$ cat src/rtl/color_classifier.sv
// color_classifier: classifies an RGB sample against two threshold sets into one-hot red/green/blue/purple/yellow flags.
// Define COLOR_HOLD_EN to require HOLD_CYCLES consecutive matching samples before a flag asserts.
module color_classifier #(
   parameter int WIDTH       = 8,
   parameter int HOLD_CYCLES = 4
) (
   input  logic             clk,
   input  logic             rst,
   output logic             red,
   output logic             green,
   output logic             blue,
   output logic             purple,
   output logic             yellow,
   input  logic [WIDTH-1:0] r_signal,
   input  logic [WIDTH-1:0] g_signal,
   input  logic [WIDTH-1:0] b_signal,
   input  logic [WIDTH-1:0] r1_code,
   input  logic [WIDTH-1:0] g1_code,
   input  logic [WIDTH-1:0] b1_code,
   input  logic [WIDTH-1:0] r2_code,
   input  logic [WIDTH-1:0] g2_code,
   input  logic [WIDTH-1:0] b2_code
);
   localparam logic [2:0] CLS_NONE   = 3'd0;
   localparam logic [2:0] CLS_RED    = 3'd1;
   localparam logic [2:0] CLS_GREEN  = 3'd2;
   localparam logic [2:0] CLS_BLUE   = 3'd3;
   localparam logic [2:0] CLS_PURPLE = 3'd4;
   localparam logic [2:0] CLS_YELLOW = 3'd5;
   logic r_hi, r_lo, r_mid, g_hi, g_lo, b_hi, b_lo;
   logic [2:0] cls, shown_cls;
   assign r_hi  = r_signal > r1_code;
   assign r_lo  = r_signal <= r2_code;
   assign r_mid = (r_signal > r2_code) && (r_signal <= r1_code);
   assign g_hi  = g_signal > g2_code;
   assign g_lo  = g_signal <= g1_code;
   assign b_hi  = b_signal > b2_code;
   assign b_lo  = b_signal <= b1_code;
   // Priority chain keeps the flags one-hot even with inconsistent thresholds.
   assign cls = (r_hi  && g_lo && b_lo) ? CLS_RED    :
                (g_hi  && r_lo && b_lo) ? CLS_GREEN  :
                (b_hi  && r_lo && g_lo) ? CLS_BLUE   :
                (b_hi  && r_mid && g_lo) ? CLS_PURPLE :
                (r_hi  && g_hi && b_lo) ? CLS_YELLOW : CLS_NONE;
`ifdef COLOR_HOLD_EN
   localparam logic [7:0] HOLD = 8'(HOLD_CYCLES);
   logic [7:0] cnt;
   logic [2:0] last_cls;
   always_ff @(posedge clk or posedge rst) begin
      if (rst) begin
         cnt      <= '0;
         last_cls <= CLS_NONE;
      end else begin
         cnt      <= (cls == CLS_NONE) ? 8'd0 : (cls != last_cls) ? 8'd1 : (cnt == HOLD) ? HOLD : cnt + 8'd1;
         last_cls <= cls;
      end
   end
   assign shown_cls = (cnt == HOLD) ? last_cls : CLS_NONE;
`else
   always_ff @(posedge clk or posedge rst) begin
      if (rst) shown_cls <= CLS_NONE;
      else     shown_cls <= cls;
   end
`endif
   assign red    = shown_cls == CLS_RED;
   assign green  = shown_cls == CLS_GREEN;
   assign blue   = shown_cls == CLS_BLUE;
   assign purple = shown_cls == CLS_PURPLE;
   assign yellow = shown_cls == CLS_YELLOW;
endmodule

$ cat config.mk
export PLATFORM = sky130hd
export DESIGN_NAME = color_classifier
export DESIGN_NICKNAME = d
export VERILOG_FILES = /design/src/rtl/color_classifier.sv
export SDC_FILE = /design/constraint.sdc
export NUM_CORES = 1
export LEC_CHECK = 0
export ABC_AREA = 1
export CELL_PAD_IN_SITES_DETAIL_PLACEMENT = 0
export CELL_PAD_IN_SITES_GLOBAL_PLACEMENT = 2
export CORE_MARGIN = 8
export CORE_UTILIZATION = 19
export CTS_CLUSTER_SIZE = 25
export DETAILED_ROUTE_END_ITERATION = 6
export PLACE_DENSITY_LB_ADDON = 0.1
export SYNTH_ARGS = -nofsm -noshare
export SYNTH_HDL_FRONTEND = slang
export SYNTH_SLANG_ARGS = --single-unit
export TNS_END_PERCENT = 1
$ cat constraint.sdc
create_clock -name clk -period 1 [get_ports clk]
set_clock_uncertainty 0.15 [all_clocks]
set_input_delay 0.15 -clock clk [delete_from_list [all_inputs] [get_ports clk]]
set_output_delay 0.15 -clock clk [all_outputs]
set_load 0.01 [all_outputs]
* Word level (Yosys, flattened, before mapping)
Index checks and enable logic that the tools add are counted.
Storage, ports and cells: logic and storage cells 30, output and inout port bits 5, register bits after elaboration 3
Cells by class: reduce and logical (&&, ||, !) cells 11, equal/unequal tests 5, order comparisons 8, muxes and demuxes 5
Operators by type and width (number):
- 8-bit greater-than comparator | 4
- 8-bit less-or-equal comparator | 4
- 3-bit 2-to-1 mux | 5
- 1-bit logical AND | 11
- 3-bit by 2-bit equality test with 1-bit output (second input constant) | 2
- 3-bit equality test (second input constant) | 2
- 3-bit by 1-bit equality test with 1-bit output (second input constant) | 1

* Logic depth before layout (Yosys ltp)
depth in word-level cells 8, mapped depth 14

* Worst setup path after synthesis
No wires, ideal clock.
path type input port to flip-flop, start in r1_code[7], end reg shown_cls[2], required time 0.734 ns, path slack -0.384 ns, buffers on the path 0, stages 10, arrival time 1.118 ns, cell sequence inv_1 -> ha_1 -> nand2_1 -> nor2_2 -> nand4_1 -> clkinv_1 -> a21oi_2 -> nand3_1 -> nand3_1 -> nor2_2
Between the ends: longest elaborated chain between the ends 8, elaborated cells on any way between the ends 14
Ends and longest elaborated chain:
- start, declared | line 17 | input logic [WIDTH-1:0] r1_code,
- 8-bit greater-than comparator or 8-bit less-or-equal comparator (tied branches) | line 32, 34
- 1-bit logical AND, on equally long branches | line 44, 34
- 1-bit logical AND, on equally long branches | line 44, 43
- 3-bit 2-to-1 mux or 1-bit logical AND (tied branches) | line 44, 43
- 3-bit 2-to-1 mux | line 43 | (b_hi && r_mid && g_lo) ? CLS_PURPLE :
- 3-bit 2-to-1 mux | line 42 | (b_hi && r_lo && g_lo) ? CLS_BLUE :
- 3-bit 2-to-1 mux | line 41 | (g_hi && r_lo && b_lo) ? CLS_GREEN :
- 3-bit 2-to-1 mux (*) | line 40 | assign cls = (r_hi && g_lo && b_lo) ? CLS_RED :
- via cls[2] | line 31 | logic [2:0] cls, shown_cls;
- end signal, assigned | line 62 | else shown_cls <= cls;
- end, declared | line 31
Mark *: on every way through the listed nets, which the timed path passes. The rest lies on a longest branch.

* Worst setup path after layout
start in b_signal[4], end reg shown_cls[2]
Between the ends: longest elaborated chain between the ends 7, elaborated cells on any way between the ends 14
Ends and longest elaborated chain:
- start, declared | line 16 | input logic [WIDTH-1:0] b_signal,
- 8-bit less-or-equal comparator or 8-bit greater-than comparator (tied branches) | line 38, 37
- 1-bit logical AND, on equally long branches | line 44, 43
- 3-bit 2-to-1 mux or 1-bit logical AND (tied branches) | line 44, 43
- 3-bit 2-to-1 mux | line 43
- 3-bit 2-to-1 mux | line 42
- 3-bit 2-to-1 mux | line 41
- 3-bit 2-to-1 mux (*) | line 40
- via cls[2] | line 31
Marks and branches as above.

==> results.ini <==
[cells_and_area]
nets = 455
finalCoreUtilization_pct = 40.0
nFillCells = 833
largest_registers = shown_cls (3)
drive_above_1_share_pct = 69.9
layout_commonest_cell = buf_2
mostFrequentLayoutCells = 49 x buf_2, 43 x inv_2, 42 x ha_4
largest_reg_flops = 3
multi_input_area_um2 = 1970
seq_area_um2 = 75.1
antenna_cells = 0
area_growth_pct = 106
regMostFlops = shown_cls

[timing]
setup_viol = 8
fmax_ghz = 0.742
period_share_pct = 135
rsz0062_at_grt = yes
fin_ws_ps = -348
maxSlewHeadroom_pct = 86.5
hold_viol_final = 0
slew_violations = 0
layout_min_cycle_time_ps = 1350
tightest_slew_ps = 202

[routing]
ant_nets = 0
vias_per_cell = 3.98
wirelength_um = 4840
drc = 0
routedWlPerCell_um = 11.1
drtIter0Drc = 16
dr.pass1.iters = 4
vias = 1727

[grt]
grt_pass1_wl_um = 8450
grtUsageMet3_pct = 2.70
track_usage_pct = 8.95
grt_max_degree = 5
grt.overflow.total = 0
grtUsageMet1_pct = 11.1
grt_pass1_vias = 1926
antenna_found_initial = 0
busiest_layer = met2
gr-usage-met2_pct = 15.4

[run_status]
violations = setup timing
status = complete, but fails checks

[die]
die-height_um = 105
core_area_um2 = 7690
pin_count = 79
dieWidth_um = 105
start_util_pct = 19.4
die-area_um2 = 11000
placement_rows = 32

[pwr]
p_total_mw = 1.90
vdd_drop_max_mv = 0.273
p_per_area_nw_per_um2 = 619
p_leak_nw = 1.48

[yosys]
ys.warnings.count = 0
ys_seq_area_share_pct = 5.03
synthArstFlopShare_pct = 100
synthCells = 243
yosys_register_bits = 3
synth_cell_types = 16
syn_nets = 365
synth-main-ff-cell = dfrtp_1
syn_area_um2 = 1490
synth.avg_cell_area_um2 = 6.15
synth-edff-count = 0

[place]
port_buffers = 78
hpwl_um = 3980
gp_congestion = 0.676
dpl_worst_slack_ps = -983

[clock_tree]
cts-root-buf = clkbuf_8
cts_sinks = 3
cts.clk_slew.worst_paths_ps = 30
htreeDepth = 1
cts_tree = yes
numCtsBuffers = 3
clk_path_buf_depth = 2

[critical_path]
crit_fanout = 2
required_ps = 950
end_kind = flop
crit_type = primary input to flop
startpoint = b_signal[4]
startpoint_type = primary input
critPathArrivalTime_ps = 1300

[min_path]
min_from = r_signal[1]
min_path_type = primary input to flop

[flow_run]
max_cap_viol_count = 0

==> cell usage after synthesis (3+ instances only) <==
library cell	count	share of area, %
ha_1	48	40
a21o_1	5	2.5
dfrtp_1	3	5.0
inv_1	67	17
nand3_1	8	2.7
nand2_1	60	15
nand4_1	5	2.1
nor3_1	5	1.7
a21oi_1	14	4.7
nor2_2	6	2.5
nor2_1	15	3.8
==> critical path, stage by stage <==
cell and delay (ps):
buf_2 130, ha_4 270, nand2_4 50, nor2_4 120
nand3_2 80, nor2_2 150, a21oi_4 60, nand2_1 70
nor2_1 40, nor2_1 130, nor2_2 40
==> per-layer routing <==
metal  up-vias  wire length (um)
li1        935                 -
met1       748              2180
met2        42              2370
met3         2               284
met4         0                 4
met5         -                 0
==> layout make-up <==
type | count | area share (%)
multi-input cells | 170 | 64.0
repair buffers | 85 | 19.0
clock buffers | 4 | 1.47
inverters | 70 | 8.91
flip-flops and latches | 3 | 2.44
well taps | 102 | 4.15
==> power by group <==
| group | internal [mW] | switching [mW] |
|---|---|---|
| registers | 0.144 | 0.0326 |
| clock network | 0.271 | 0.0752 |
| logic | 0.701 | 0.679 |
| total | 1.12 | 0.787 |
==> per-stage QoR <==
stage	hold slack, ps	area, um^2	std cells	TNS [ps]
after global placement	179	2560	428	-5380
after floorplan	-246	1620	243	-997
after global routing	495	3070	434	-3020
after CTS	469	3030	434	-2450
after detailed placement	184	2560	428	-5330
final	434	3070	434	-2440
==> final timing paths <==
check                               end  cells past startpoint
setup / recovery           shown_cls[2]                     11
hold / removal             shown_cls[0]                      7
max in group asynchronous  shown_cls[0]                      3
min in group asynchronous  shown_cls[1]                      3
==> logic make-up (layout without fill, tap and decap cells) <==
| logic type | after synthesis | in the layout | share of synthesized area [%] |
|---|---|---|---|
| simple gates | 99 | 99 | 27.8 |
| flops | 3 | 3 | 5.02 |
| fa+ha+maj | 48 | 48 | 40.2 |
| buf+inv | 70 | 159 | 17.6 |
| compound gates | 23 | 23 | 9.38 |
==> timing repair <==
item,CTS,global route
hold buffers,1,0
gates resized for setup,425,26
endpoints found under the setup margin,8,11
setup buffers,1,0
pin swaps,127,34
hold endpoints to repair,3,0
(Power assumes the default switching activity.)
